File: config.mk
export PLATFORM = sky130hd
export DESIGN_NAME = gbf_load_scheduler
export DESIGN_NICKNAME = d
export VERILOG_FILES = /design/src/rtl/gbf_sched_pkg.sv /design/src/rtl/rr_arbiter4.sv /design/src/rtl/gbf_load_scheduler.sv
export SDC_FILE = /design/constraint.sdc
export NUM_CORES = 1
export LEC_CHECK = 0
export BUFFER_PORTS_ARGS = -buffer_cell sky130_fd_sc_hd__buf_2
export CORE_MARGIN = 1
export CORE_UTILIZATION = 47
export CTS_BUF_LIST = sky130_fd_sc_hd__clkbuf_8
export DETAILED_ROUTE_END_ITERATION = 16
export HOLD_SLACK_MARGIN = 0.03
export PLACE_DENSITY = 0.77
export SLEW_MARGIN = 20
export SYNTH_ARGS = -nofsm -noshare
export SYNTH_HDL_FRONTEND = slang
export SYNTH_SLANG_ARGS = --single-unit
export TNS_END_PERCENT = 5
File: constraint.sdc
create_clock -name clk -period 2.1 [get_ports clk]
set_input_delay 0.21 -clock clk [delete_from_list [all_inputs] [get_ports clk]]
set_output_delay 0.21 -clock clk [all_outputs]
set_load 0.01 [all_outputs]
File: src/rtl/gbf_sched_pkg.sv
// Shared definitions for the global-buffer load scheduler: stream indices
// and the burst FSM encoding.
package gbf_sched_pkg;
  localparam int PORT_DATAWIDTH = 128;
  localparam int NUM_STREAM     = 4;

  localparam logic [1:0] STRM_FLGWEI = 2'd0;
  localparam logic [1:0] STRM_WEI    = 2'd1;
  localparam logic [1:0] STRM_FLGACT = 2'd2;
  localparam logic [1:0] STRM_ACT    = 2'd3;

  typedef enum logic [1:0] {
    S_IDLE = 2'd0,
    S_CMD  = 2'd1,
    S_XFER = 2'd2
  } schedState_t;
endpackage

File: src/rtl/rr_arbiter4.sv
// Combinational 4-way round-robin pick: first requester at or after rrPtr.
module rr_arbiter4
  import gbf_sched_pkg::*;
(
  input  logic [NUM_STREAM-1:0] req,
  input  logic [1:0]            rrPtr,
  output logic [NUM_STREAM-1:0] gnt,
  output logic [1:0]            gntIdx
);
  logic [1:0] idx;
  logic       found;

  always_comb begin
    gnt    = '0;
    gntIdx = '0;
    found  = 1'b0;
    idx    = '0;
    for (int i = 0; i < NUM_STREAM; i++) begin
      idx = rrPtr + 2'(i);
      if (!found && req[idx]) begin
        found       = 1'b1;
        gnt[idx]    = 1'b1;
        gntIdx      = idx;
      end
    end
  end
endmodule

File: src/rtl/gbf_load_scheduler.sv
// Arbitrates GBF load requests, issues burst commands to the host and steers
// returned beats into the granted buffer with per-stream write addresses.
module gbf_load_scheduler
  import gbf_sched_pkg::*;
#(
  parameter int DATA_W    = PORT_DATAWIDTH,
  parameter int ADDR_W    = 9,
  parameter int BURST_LEN = 16
) (
  input  logic                           clk,
  input  logic                           rst_n,
  input  logic                           Reset_WEI,
  input  logic                           Reset_ACT,
  input  logic [3:0]                     req,
  output logic                           cmd_valid,
  input  logic                           cmd_ready,
  output logic [1:0]                     cmd_id,
  output logic [$clog2(BURST_LEN+1)-1:0] cmd_len,
  input  logic                           in_valid,
  output logic                           in_ready,
  input  logic [DATA_W-1:0]              in_data,
  output logic [3:0]                     gbf_enwr,
  output logic [DATA_W-1:0]              gbf_datwr,
  output logic [ADDR_W-1:0]              gbf_addrwr,
  output logic [3:0]                     grant,
  output logic                           burst_done
);
  localparam int LEN_W = $clog2(BURST_LEN+1);

  schedState_t                        state, stateNxt;
  logic [1:0]                         curId, rrPtr, arbIdx;
  logic [NUM_STREAM-1:0]              arbGnt, rewind;
  logic [LEN_W-1:0]                   beatCnt;
  logic [NUM_STREAM-1:0][ADDR_W-1:0]  addrQ;
  logic                               beat, lastBeat, cmdFire;

  rr_arbiter4 uArb (.req(req), .rrPtr(rrPtr), .gnt(arbGnt), .gntIdx(arbIdx));

  assign cmd_valid = (state == S_CMD);
  assign in_ready  = (state == S_XFER);
  assign cmd_id    = curId;
  assign cmd_len   = LEN_W'(BURST_LEN);
  assign cmdFire   = cmd_valid & cmd_ready;
  assign beat      = in_valid & in_ready;
  assign lastBeat  = beat && (beatCnt == LEN_W'(BURST_LEN-1));

  assign rewind[STRM_FLGWEI] = Reset_WEI;
  assign rewind[STRM_WEI]    = Reset_WEI;
  assign rewind[STRM_FLGACT] = Reset_ACT;
  assign rewind[STRM_ACT]    = Reset_ACT;

  always_comb begin
    stateNxt = state;
    case (state)
      S_IDLE:  if (req != '0) stateNxt = S_CMD;
      S_CMD:   if (cmdFire)   stateNxt = S_XFER;
      S_XFER:  if (lastBeat)  stateNxt = S_IDLE;
      default: stateNxt = S_IDLE;
    endcase
  end

  always_ff @(posedge clk or negedge rst_n) begin
    if (!rst_n) state <= S_IDLE;
    else        state <= stateNxt;
  end

  // req is only looked at in IDLE; a granted burst always runs to completion.
  always_ff @(posedge clk or negedge rst_n) begin
    if (!rst_n) begin
      curId   <= '0;
      rrPtr   <= '0;
      grant   <= '0;
      beatCnt <= '0;
    end else begin
      if (state == S_IDLE && req != '0) begin
        curId <= arbIdx;
        grant <= arbGnt;
      end
      if (cmdFire)   beatCnt <= '0;
      else if (beat) beatCnt <= beatCnt + LEN_W'(1);
      if (lastBeat) begin
        grant <= '0;
        rrPtr <= curId + 2'd1;
      end
    end
  end

  always_ff @(posedge clk or negedge rst_n) begin
    if (!rst_n) begin
      gbf_enwr   <= '0;
      gbf_datwr  <= '0;
      gbf_addrwr <= '0;
      burst_done <= 1'b0;
    end else begin
      gbf_enwr   <= '0;
      burst_done <= 1'b0;
      if (beat) begin
        gbf_enwr   <= 4'(1) << curId;
        gbf_datwr  <= in_data;
        gbf_addrwr <= addrQ[curId];
        burst_done <= lastBeat;
      end
    end
  end

  // Rewind beats an increment: the beat still writes the old address.
  always_ff @(posedge clk or negedge rst_n) begin
    if (!rst_n) begin
      addrQ <= '0;
    end else begin
      for (int s = 0; s < NUM_STREAM; s++) begin
        if (rewind[s])                     addrQ[s] <= '0;
        else if (beat && curId == 2'(s))   addrQ[s] <= addrQ[s] + ADDR_W'(1);
      end
    end
  end
endmodule
; Yosys cells after proc, flatten, opt, wreduce, memory -nomap -nowiden
; Index checks and enable logic that the tools add are counted.
[classes]
eq_ne = 9
reduce_logical = 26
shifts = 1
addsub = 9
n_bitwise = 5
mux = 47
order_cmp = 9
[ops]
columns = operator, n
row1 = two-way mux 9 bit, 9
row2 = adder 9 x 1 -> 9 bit (second input constant), 4
row3 = two-way mux 4 bit, 7
row4 = binary-select mux 9 bit (select 2 bit), 1
row5 = less-than comparator 2 x 3 -> 1 bit (second input constant), 5
row6 = two-way mux 2 bit, 7
row7 = logical AND 1 bit, 13
row8 = two-way mux 1 bit, 12
row9 = OR 4 bit, 3
row10 = nonzero test 2 bit, 6
row11 = two-way mux 5 bit, 2
row12 = binary-select mux 1 bit (select 2 bit), 4
row13 = demux 1 bit (select 2 bit), 4
row14 = >= comparator 2 x 1 -> 1 bit (second input constant), 4
row15 = equality test 2 bit (second input constant), 3
row16 = != test 2 x 1 -> 1 bit (second input constant), 3
row17 = case mux 2 bit (3 select lines), 1
row18 = adder 5 x 1 -> 5 bit (second input constant), 1
row19 = equality test 5 x 4 -> 1 bit (second input constant), 1
row20 = adder 2 x 1 -> 2 bit (second input constant), 2
row21 = adder 2 bit (second input constant), 2
row22 = equality test 2 x 1 -> 1 bit (second input constant), 2
row23 = logical NOT 2 bit, 2
row24 = nonzero test 4 bit, 1
row25 = other kinds (4), 7
[word_totals]
out_inout_bits = 155
inputBits = 138
ff_bits = 193
elab_cells = 119

; Logic depth before layout (Yosys ltp)
; Gate-level depths: netlist (run 1).
[logic_depth]
depth_word = 14
ltp_mapped = 9
ltp_nobuf = 7

; Modules after synthesis
; Synthesis (run 1) repeated with hierarchy kept, for this count alone.
[hier_totals]
cells_unflattened = 923
area_unflattened_um2 = 8573.2
[by_module_without_submodules]
columns = mod, area_per_inst_um2, n_inst, seq_area_each_um2, cells_per_inst
row1 = gbf_load_scheduler, 8154.1, 1, 4829.6, 877
row2 = rr_arbiter4, 419.2, 1, 0.0, 46

; Worst setup path after synthesis (run 1)
; OpenSTA, ideal clock, no wires.
[synth_timing]
path_type = register to register
from = register curId[0] (netlist: cmd_id[0])
to = register addrQ[6] (netlist name)
required_time_ns = 1.968
path_buffers = 2
path_slack_ns = -0.138
arrival_time_ns = 2.107
path_stages_with_launch = 10
setup_time_ns = 0.132
period_less_slack_ns = 2.238
path_cell_list = dfrtp_1 buf_1 inv_1 ha_1 and4b_1 clkbuf_1 and3_1 nand4_1 xor2_1 nor2_1
[synth_via]
elab_chain_len = 3
[synth_lines]
columns = element, line
row1 = "start, declared", gbf_load_scheduler.sv:31  ; logic [1:0] curId, rrPtr, arbIdx;
row2 = "start signal, assigned", gbf_load_scheduler.sv:76  ; curId <= arbIdx;
row3 = logical NOT 2 bit, gbf_load_scheduler.sv:113  ; else if (beat && curId == 2'(s)) addrQ[s] <= addrQ[s] + ADDR_W'(1);
row4 = logical AND 1 bit, gbf_load_scheduler.sv:113
row5 = nonzero test 2 bit (no source line), --
row6 = "end signal, assigned by index", gbf_load_scheduler.sv:113
row7 = "end, declared", gbf_load_scheduler.sv:34  ; logic [NUM_STREAM-1:0][ADDR_W-1:0] addrQ;
; No other way between the ends.
; A chain may end at the register's enable or synchronous reset.

; Worst setup path in the final report (run 1)
[layout_timing]
from = register rrPtr[0]
to = register curId[1] (netlist: cmd_id[1])
[layout_via]
elab_chain_len = 12
elab_cells_between_ends = 24
classes_between = add/sub (3) / mux (15) / reduce/logical (6)
[layout_lines]
columns = element, line
row1 = "start, declared", gbf_load_scheduler.sv:31
row2 = "start signal, assigned", gbf_load_scheduler.sv:83  ; rrPtr <= curId + 2'd1;
row3 = "parallel branches: the longest is 11 deep, another holds adder 2 x 1 -> 2 bit", --
row4 = two-way mux 2 bit *, rr_arbiter4.sv:20  ; if (!found && req[idx]) begin
; Every way passes the cells marked *. The select of a mux whose other input is x is not followed.

==> impl_metrics.py, run 1 <==
metrics = {
    "outcome": {
        "status": "finished, final reports clean",
    },
    "detailed_routing": {
        "wl_mm": 23.7,
        "drc": 0,
        "wire_per_inst_um": 15.5,
        "ant_nets": 0,
        "via_per_inst": 5.00,
        "drt_iter0_markers": 467,
        "vias": 7664,
        "first_pass_iters": 5,
    },
    "floorplanning": {
        "start_util_pct": 48.0,
        "ios": 293,
        "core_mm2": 0.0172,
        "dieWidth_um": 135,
        "die-area_mm2": 0.0181,
        "num_rows": 48,
        "die_h_um": 135,
    },
    "synthesis": {
        "syn_area_mm2": 0.00827,
        "synth.distinct_cells": 40,
        "ys_seq_area_share_pct": 58.4,
        "avgSynthCellArea_um2": 9.34,
        "synth_enable_flop_cells": 0,
        "postSynth.asyncResetShare_pct": 100,
        "netlist_instances": 885,
        "yosys_warnings": 0,
        "synth-seq-cells": 193,
        "ys.flop_type": "dfrtp_1",
    },
    "power_and_ir_drop": {
        "p_leak_nw": 6.40,
        "max-vdd-ir-drop_mv": 0.600,
        "power_density_mw_per_mm2": 1080,
    },
    "sta": {
        "fin_skew_ps": 15.9,
        "rsz0062_at_grt": "true",
        "worst_pin_slew_ps": 644,
        "fmax_mhz": 490,
        "slew_headroom_pct": 56.9,
        "report.final.slew_viol_count": 0,
        "setup_viol": 0,
        "period_needed_ps": 2040,
        "finalHoldViolCount": 0,
        "fin_tns_setup_ps": 0,
        "fin_crit_sh_pct": 97.1,
    },
    "clocking": {
        "cts_buffer_depth": 2,
        "numCtsBuffers": 17,
        "path_clk_slew_ps": 100,
        "clockRootBuffer": "clkbuf_8",
        "cts_max_level": 4,
        "cts_tree": "yes",
        "clk_latency_ps": 470,
        "clkSinkCount": 193,
    },
    "worst_setup_path": {
        "timing.rr.start": "rrPtr[0]$_DFFE_PN0P_",
        "endpoint_kind": "flop",
        "reg2regPathDepth": 6,
        "cp-start-kind": "flop",
        "worst_ep_arrival_time_ps": 2420,
        "r2r_end": "cmd_id[1]$_DFFE_PN0P_",
        "crit_type": "reg -> reg",
        "crit_fanout": 4,
        "reg2reg_setup_slack_ps": 60,
        "critical_path_required_ps": 2490,
    },
    "grt": {
        "gr-usage-all-layers_pct": 26.3,
        "grt_first_pass_wirelength_mm": 37.1,
        "gr-total-overflow": 0,
        "grt_pass1_vias": 7485,
        "antenna_found_initial": 0,
        "grt_max_degree": 67,
    },
    "job": {
        "maxCapViolations": 0,
    },
    "hold_path": {
        "hp-class": "in -> reg",
        "holdPathStages": 2,
        "whs_endpoint": "addrQ[35]$_DFFE_PN0P_",
        "hold_start": "Reset_ACT",
    },
    "placed_design": {
        "io_buffer_count": 287,
        "place_area_mm2": 0.0100,
        "gp_congestion": 0.874,
        "dp_cells": 1371,
        "dp_hpwl_mm": 15.0,
    },
    "cells_and_area": {
        "layoutNonFillerInstCount": 1533,
        "drive_gt1_share_pct": 27.1,
        "syn_to_final_growth_pct": 42.0,
        "diodes": 0,
        "fill_cells": 1233,
        "layout.area.seq_mm2": 0.00483,
        "multi_input_area_mm2": 0.00322,
        "fin_nets": 1451,
        "postLayoutCellArea_mm2": 0.0117,
    },
}
## how the worst max path moves through the flow
stage	start	to	slack, ps	depth (start not counted)
after floorplan	rrPtr[0]$_DFFE_PN0P_	cmd_id[1]$_DFFE_PN0P_	10	7
after global placement	rrPtr[0]$_DFFE_PN0P_	cmd_id[1]$_DFFE_PN0P_	150	6
after detailed placement	rrPtr[0]$_DFFE_PN0P_	grant[2]$_DFFE_PN0P_	20	7
after CTS	rrPtr[0]$_DFFE_PN0P_	grant[2]$_DFFE_PN0P_	10	7
after global routing	rrPtr[1]$_DFFE_PN0P_	cmd_id[1]$_DFFE_PN0P_	-30	6
final	rrPtr[0]$_DFFE_PN0P_	cmd_id[1]$_DFFE_PN0P_	60	6
## flip-flops by register name, summed over array words and instances (netlist names)
signal	cells
gbf_enwr	4
gbf_addrwr	9
state	2
grant	4
burst_done	1
addrQ	36
gbf_datwr	128
cmd_id	2
beatCnt	5
rrPtr	2
## timing repair
action / 4_1_cts / 5_1_grt
buffers inserted: 0 / 0
endpoints found under the setup margin: 0 / 5
hold buffers: 130 / 0
resized for setup: 0 / 3
hold endpoints to repair: 187 / 0
## metal layers
layer / share of wire (%) / vias to the layer above / track usage (%) / routed length [um]
li1: - / 3618 / - / -
met1: 40 / 3685 / 31.6 / 9420
met2: 51 / 296 / 45.0 / 12100
met3: 5.7 / 65 / 5.56 / 1360
met4: 3.6 / 0 / 12.5 / 844
met5: 0 / - / 0 / 0
## cell usage in the layout, fill, tap and decap left out, types with 4 or more instances in the layout
master and instances:
nand3_1 4, nand4_1 9, mux2i_1 5, a21oi_1 14, inv_1 11, dlygate4sd3_1 130
conb_1 5, buf_2 286, or3_1 8, nor2_1 40, dfrtp_1 192, a222oi_1 4
clkbuf_8 19, nor2b_1 5, clkinv_4 5, xnor2_1 9, ha_1 18, a31oi_1 6
buf_4 14, buf_12 5, mux4_2 10, and3_1 6, nand2_1 440, o21ai_0 10
xor2_1 19
## area by class of cell
type                       count  area share, %
clock buffer                  18           2.11
clock inverter                14           1.47
inverter                      11          0.352
multi-input combinational    636           27.4
sequential                   193           41.1
tap                          225           2.40
timing repair buffer         436           25.1
## power by group
group | total [mW] | leakage, nW | switching [mW] | internal (mW)
sequential | 5.65 | 2.49 | 0.719 | 4.93
combinational | 4.54 | 3.70 | 2.69 | 1.85
clock | 2.51 | 0.205 | 1.38 | 1.13
total | 12.7 | 6.40 | 4.79 | 7.90
## cells in the mapped netlist (all sizes together), types with 2 or more instances
master  instances  share of area (%)
o22ai           2               0.15
and4b           3               0.36
buf            13                1.0
xor2           19                2.0
nor2b           5               0.38
mux2i           5               0.61
a211oi          2               0.18
a31oi           6               0.45
dfrtp         193                 58
nand2         441                 20
or3             8               0.61
ha             18                2.7
and3            6               0.45
mux4           13                3.7
clkbuf         35                1.6
a21oi          14               0.85
inv            11               0.50
xnor2           9               0.95
nand3           4               0.24
o21ai          10               0.61
nor2           41                1.9
nand4           9               0.68
a222oi          4               0.48
conb            2              0.091
## stage by stage
stage / setup slack [ps] / util (%) / total power, mW / hold slack, ps
global route: -31.0 / 68.1 / 13.5 / 113
floorplan: 12.3 / - / 7.88 / -85.6
global placement: 146 / 58.1 / 9.72 / 246
finish: 60.7 / 68.1 / 12.7 / 132
detailed placement: 16.6 / 58.1 / 9.88 / 250
CTS: 13.5 / 68.1 / 12.6 / 98.4
## worst max-delay path, cell delays in order (launching register included)
cell     delay, ps
dfrtp_2        420
inv_1           70
ha_1           340
mux4_1         330
or2_1          290
or3_1          360
a31oi_1        160
## cells by family after synthesis
kind of cell,synth area share [%]
fa+ha+maj,2.72
simple gates,25.3
xor+xnor,2.97
mux,4.42
buf+inv,3.10
other cells,0.0908
flops,58.4
compound gates,3.00
(Power assumes the default switching activity.)
==> run 2, diff against run 1 <==
- CORE_UTILIZATION: 47 -> 35
- PLACE_DENSITY: 0.77 -> 0.6
- REMOVE_ABC_BUFFERS: unset -> 1
==> run 2 against run 1 <==
  * Worst hold slack worse by 10 ps
  * Combinational power is 2% lower
  * Non-clock buffer count is 4 higher
  * Register-to-register slack better by 60 ps
  * Flip-flop and latch count stayed put
  * Wire length is 2.9% lower
  * First-iteration DRC count is 19% higher
  * Critical path depth stayed put
  * Design area is 0.98% higher
  * Critical path type unchanged
==> impl_metrics.py, run 2 (synthesis results as in run 1) <==
metrics = {
    "worst_setup_path": {
        "critical_path_required_ps": 2490,
        "crit_type": "reg -> reg",
        "worst_ep_arrival_time_ps": 2360,
        "crit_fanout": 4,
        "reg2reg_setup_slack_ps": 130,
        "reg2regPathDepth": 6,
        "cp-start-kind": "flop",
        "r2r_end": "cmd_id[1]$_DFFE_PN0P_",
        "timing.rr.start": "rrPtr[0]$_DFFE_PN0P_",
        "endpoint_kind": "flop",
    },
    "cells_and_area": {
        "drive_gt1_share_pct": 27.3,
        "fin_nets": 1455,
        "reg.largest.list": "gbf_datwr (128), addrQ (36), gbf_addrwr (9)",
        "syn_to_final_growth_pct": 43.4,
        "regMostFlops": "gbf_datwr",
        "diodes": 0,
        "layout_common_cells": "440 x nand2_1, 286 x buf_2, 193 x dfrtp_1, 130 x dlygate4sd3_1, 40 x nor2_1",
        "fill_cells": 2118,
        "mostFrequentLayoutCell": "nand2_1",
        "largest_register_ffs": 128,
    },
    "outcome": {
        "status": "finished, final reports clean",
    },
    "placed_design": {
        "gp_congestion": 0.796,
        "dp_hpwl_mm": 15.3,
        "io_buffer_count": 287,
    },
    "sta": {
        "hold_ws_ps": 122,
        "fmax_mhz": 506,
        "finalHoldViolCount": 0,
        "fin_crit_sh_pct": 94.0,
        "rsz0062_at_grt": "false",
        "worst_pin_slew_ps": 561,
        "setup_viol": 0,
        "slew_headroom_pct": 62.6,
        "fin_tns_setup_ps": 0,
        "report.final.slew_viol_count": 0,
        "fin_skew_ps": 14.6,
        "period_needed_ps": 1970,
    },
    "detailed_routing": {
        "wl_mm": 23.0,
        "drc": 0,
        "wire_per_inst_um": 14.1,
        "via_per_inst": 4.53,
        "ant_nets": 0,
        "vias": 7368,
        "drt_iter0_markers": 557,
        "first_pass_iters": 5,
    },
    "floorplanning": {
        "num_rows": 55,
        "die_h_um": 156,
        "start_util_pct": 36.1,
        "die-area_mm2": 0.0242,
        "core_mm2": 0.0229,
        "dieWidth_um": 156,
        "ios": 293,
    },
    "power_and_ir_drop": {
        "max-vdd-ir-drop_mv": 0.470,
        "p_leak_nw": 6.40,
        "power_density_mw_per_mm2": 1040,
    },
    "clocking": {
        "cts_setup_buffers": 0,
        "path_clk_slew_ps": 110,
        "clk_latency_ps": 460,
        "numCtsBuffers": 17,
        "clockRootBuffer": "clkbuf_8",
        "cts_max_level": 4,
        "cts_tree": "yes",
        "cts_buffer_depth": 2,
        "clkSinkCount": 193,
    },
    "grt": {
        "gr-usage-all-layers_pct": 19.0,
        "grt_pass1_vias": 7241,
        "antenna_found_initial": 0,
        "grt_first_pass_wirelength_mm": 36.6,
        "grt_max_degree": 93,
        "gr-total-overflow": 0,
    },
    "hold_path": {
        "whs_endpoint": "addrQ[18]$_DFFE_PN0P_",
        "hold_start": "Reset_ACT",
        "hp-class": "in -> reg",
        "holdPathStages": 2,
    },
    "job": {
        "maxCapViolations": 0,
    },
}
==> run 2: timing repair <==
action	CTS	global route
endpoints found under the hold margin	187	0
endpoints found under the setup margin	0	5
hold buffers	130	0
resized for setup	0	3
==> run 2: power breakdown <==
group          switching (mW)  internal [mW]  total (mW)
clock network            1.47          0.881        2.35
registers               0.641           4.92        5.56
logic                    2.60           1.86        4.46
==> run 2: final cells by class <==
type / count / area, um2 / area share [%]
multi-input combinational: 636 / 3220 / 27.1
tap: 313 / 392 / 3.30
clock buffer: 17 / 234 / 1.97
inverter: 11 / 41.3 / 0.348
timing repair buffer: 440 / 2990 / 25.2
sequential: 193 / 4830 / 40.7
clock inverter: 15 / 151 / 1.28
==> run 2: per-stage QoR <==
| step | setup slack, ps | cells | utilization, % | power (mW) | area [um2] |
|---|---|---|---|---|---|
| 4_1_cts | 73.0 | 1625 | 51.7 | 12.5 | 11800 |
| 6_report | 125 | 1625 | 51.7 | 12.4 | 11900 |
| 5_1_grt | 0.790 | 1625 | 51.7 | 13.3 | 11900 |
| 2_1_floorplan | -1960 | 840 | - | 7.84 | 8070 |
| 3_3_place_gp | 141 | 1463 | 44.3 | 9.83 | 10200 |
| 3_5_place_dp | 94.2 | 1463 | 44.3 | 9.91 | 10200 |
==> run 2: per-layer routing <==
metal / wire length (um) / part of all wire, % / global-route usage (%) / vias to the layer above
li1: - / - / - / 3623
met1: 9760 / 42 / 23.5 / 3469
met2: 11500 / 50 / 33.0 / 237
met3: 1240 / 5.4 / 4.19 / 39
met4: 502 / 2.2 / 5.98 / 0
met5: 0 / 0 / 0 / -
==> run 2: critical path, stage by stage, from the launching register on <==
cell	delay, ps
dfrtp_1	420
inv_1	100
ha_4	290
mux4_2	320
or2_1	260
or3_1	350
a31oi_1	160
==> run 2: worst max path at each step <==
stage	slack, ps	start	cells after the start	endpoint
final	130	rrPtr[0]$_DFFE_PN0P_	6	cmd_id[1]$_DFFE_PN0P_
after global routing	0.8	rrPtr[1]$_DFFE_PN0P_	6	cmd_id[1]$_DFFE_PN0P_
after CTS	70	rrPtr[0]$_DFFE_PN0P_	7	grant[2]$_DFFE_PN0P_
after global placement	140	rrPtr[0]$_DFFE_PN0P_	7	grant[2]$_DFFE_PN0P_
after detailed placement	90	rrPtr[0]$_DFFE_PN0P_	7	grant[2]$_DFFE_PN0P_
after floorplan	-1960	state[0]$_DFFE_PN0P_	4	grant[0]$_DFFE_PN0P_
==> run 3, diff against run 2 <==
- CORE_UTILIZATION: 35 -> 40
- PLACE_DENSITY: 0.6 -> 0.67
- SLEW_MARGIN: 20 -> 30
==> run 3 against run 2 <==
  * Count of clock-buffer cells in the layout rose by 1
  * Core utilization is 6.6 points higher
  * Sequential power hardly changed
  * First-iteration DRC count is 36% lower
  * Flip-flop and latch count stayed put
  * Critical endpoint is now grant[0]$_DFFE_PN0P_
==> impl_metrics.py, run 3 (synthesis results as in run 1) <==
metrics = {
    "power_and_ir_drop": {
        "max-vdd-ir-drop_mv": 0.514,
        "power_density_mw_per_mm2": 1050,
        "internal-power_mw": 7.68,
        "clockPowerShare_pct": 19.2,
        "p_total_mw": 12.4,
        "p_comb_share_pct": 35.9,
        "power_frac_seq_pct": 44.9,
        "p_leak_nw": 6.40,
        "p_sw_share_pct": 38.1,
        "switching_power_mw": 4.73,
    },
    "worst_setup_path": {
        "worst_ep_arrival_time_ps": 2340,
        "reg2reg_setup_slack_ps": 80,
        "critical_path_required_ps": 2410,
        "cp-start-kind": "flop",
        "endpoint_kind": "flop",
        "crit_type": "reg -> reg",
        "crit_fanout": 5,
        "cp_slowest_stage_delay_ps": 530,
        "path_cells": "buf_4, mux4_1, nor2b_1, and2b_4, a222oi_1, a31oi_1",
        "crit_path_top_delay_cell": "mux4_1",
    },
    "sta": {
        "fin_skew_ps": 15.8,
        "slew_headroom_pct": 58.0,
        "setup_viol": 0,
        "finalHoldViolCount": 0,
        "fin_tns_setup_ps": 0,
        "fin_crit_sh_pct": 96.3,
        "period_needed_ps": 2020,
        "report.final.slew_viol_count": 0,
        "fmax_mhz": 494,
        "hold_ws_ps": 109,
        "worst_pin_slew_ps": 628,
    },
    "detailed_routing": {
        "drc": 0,
        "vias": 7444,
        "first_pass_iters": 6,
        "drt_iter0_markers": 354,
        "ant_nets": 0,
        "wire_per_inst_um": 14.4,
        "wl_mm": 22.7,
        "via_per_inst": 4.70,
    },
    "grt": {
        "antenna_found_initial": 3,
        "grt_first_pass_wirelength_mm": 36.9,
        "gr-usage-all-layers_pct": 21.8,
        "gr-total-overflow": 0,
        "grt_max_degree": 88,
        "grt_pass1_vias": 7359,
    },
    "floorplanning": {
        "die_h_um": 146,
        "num_rows": 52,
        "start_util_pct": 40.9,
        "ios": 293,
        "die-area_mm2": 0.0213,
        "core_mm2": 0.0202,
        "dieWidth_um": 146,
    },
    "cells_and_area": {
        "fin_nets": 1454,
        "regMostFlops": "gbf_datwr",
        "syn_to_final_growth_pct": 42.9,
        "largest_register_ffs": 128,
        "mostFrequentLayoutCell": "nand2_1",
        "reg.largest.list": "gbf_datwr (128), addrQ (36), gbf_addrwr (9)",
        "drive_gt1_share_pct": 27.4,
        "layout_common_cells": "440 x nand2_1, 286 x buf_2, 193 x dfrtp_1, 130 x dlygate4sd3_1, 40 x nor2_1",
        "utilization_pct": 58.4,
    },
    "placed_design": {
        "gp_congestion": 0.826,
        "dp_hpwl_mm": 14.9,
        "io_buffer_count": 287,
    },
    "job": {
        "maxCapViolations": 0,
    },
    "hold_path": {
        "hp-class": "in -> reg",
    },
    "clocking": {
        "cts_buffer_depth": 2,
        "path_clk_slew_ps": 110,
        "cts_max_level": 4,
        "cts_tree": "yes",
        "clockRootBuffer": "clkbuf_8",
        "clk_latency_ps": 470,
        "numCtsBuffers": 17,
        "clkSinkCount": 193,
    },
    "outcome": {
        "status": "finished, final reports clean",
    },
}
-- run 3: metal layers --
| layer | routed length, um | vias up | global-route usage, % | share of wire, % |
|---|---|---|---|---|
| met4 | 491 | 0 | 8.26 | 2.2 |
| met2 | 11500 | 235 | 37.8 | 51 |
| met5 | 0 | - | 0 | 0 |
| li1 | - | 3621 | - | - |
| met1 | 9590 | 3546 | 26.9 | 42 |
| met3 | 1140 | 42 | 4.39 | 5.0 |
-- run 3: power by group through the flow --
stage | combinational (mW) | sequential, mW | clock (mW)
3_5_place_dp | 4.24 | 5.63 | 0
6_report | 4.45 | 5.57 | 2.39
2_1_floorplan | 1.59 | 6.25 | 0
4_1_cts | 4.46 | 5.55 | 2.48
3_3_place_gp | 4.18 | 5.58 | 0
5_1_grt | 4.96 | 5.74 | 2.60
-- run 3: layout make-up --
type,instances,area [um2]
Sequential cell,193,4830
Clock buffer,18,248
Antenna cell,3,7.51
Fill cell,1703,8420
Timing Repair Buffer,439,2990
Tap cell,270,338
Inverter,11,41.3
Clock inverter,14,141
Multi-Input combinational cell,636,3220
-- run 3: worst max-delay path: cells and delay by family (launching register included) --
family | cells | cell delay, ps
flops | 1 | 400
buf+inv | 1 | 120
mux | 1 | 530
simple gates | 2 | 340
compound gates | 2 | 490
-- run 3: path summary, 6_finish.rpt --
| kind | startpoint | end | cells after the start |
|---|---|---|---|
| max reg2reg | rrPtr[1]$_DFFE_PN0P_ | grant[0]$_DFFE_PN0P_ | 6 |
| min reg2reg | gbf_addrwr[6]$_DFFE_PN0P_ | gbf_addrwr[6]$_DFFE_PN0P_ | 2 |
| max | rrPtr[1]$_DFFE_PN0P_ | grant[0]$_DFFE_PN0P_ | 6 |
| max in group asynchronous | rst_n | beatCnt[3]$_DFFE_PN0P_ | 3 |
| min | Reset_ACT | addrQ[28]$_DFFE_PN0P_ | 2 |
| min in group asynchronous | rst_n | addrQ[19]$_DFFE_PN0P_ | 2 |
-- run 3: what timing repair did --
action / in CTS / in global routing
setup buffers: 0 / 2
resized for setup: 0 / 3
setup endpoints to repair: 0 / 5
hold buffers: 130 / 0
hold endpoints to repair: 188 / 0
-- run 3: stage by stage --
step	setup slack, ps	instance area [um2]	std cells
detailed placement	65.8	10100	1417
CTS	50.8	11800	1579
finish	77.2	11800	1584
floorplan	-1960	8070	840
global placement	145	10100	1417
global route	-4.17	11800	1584
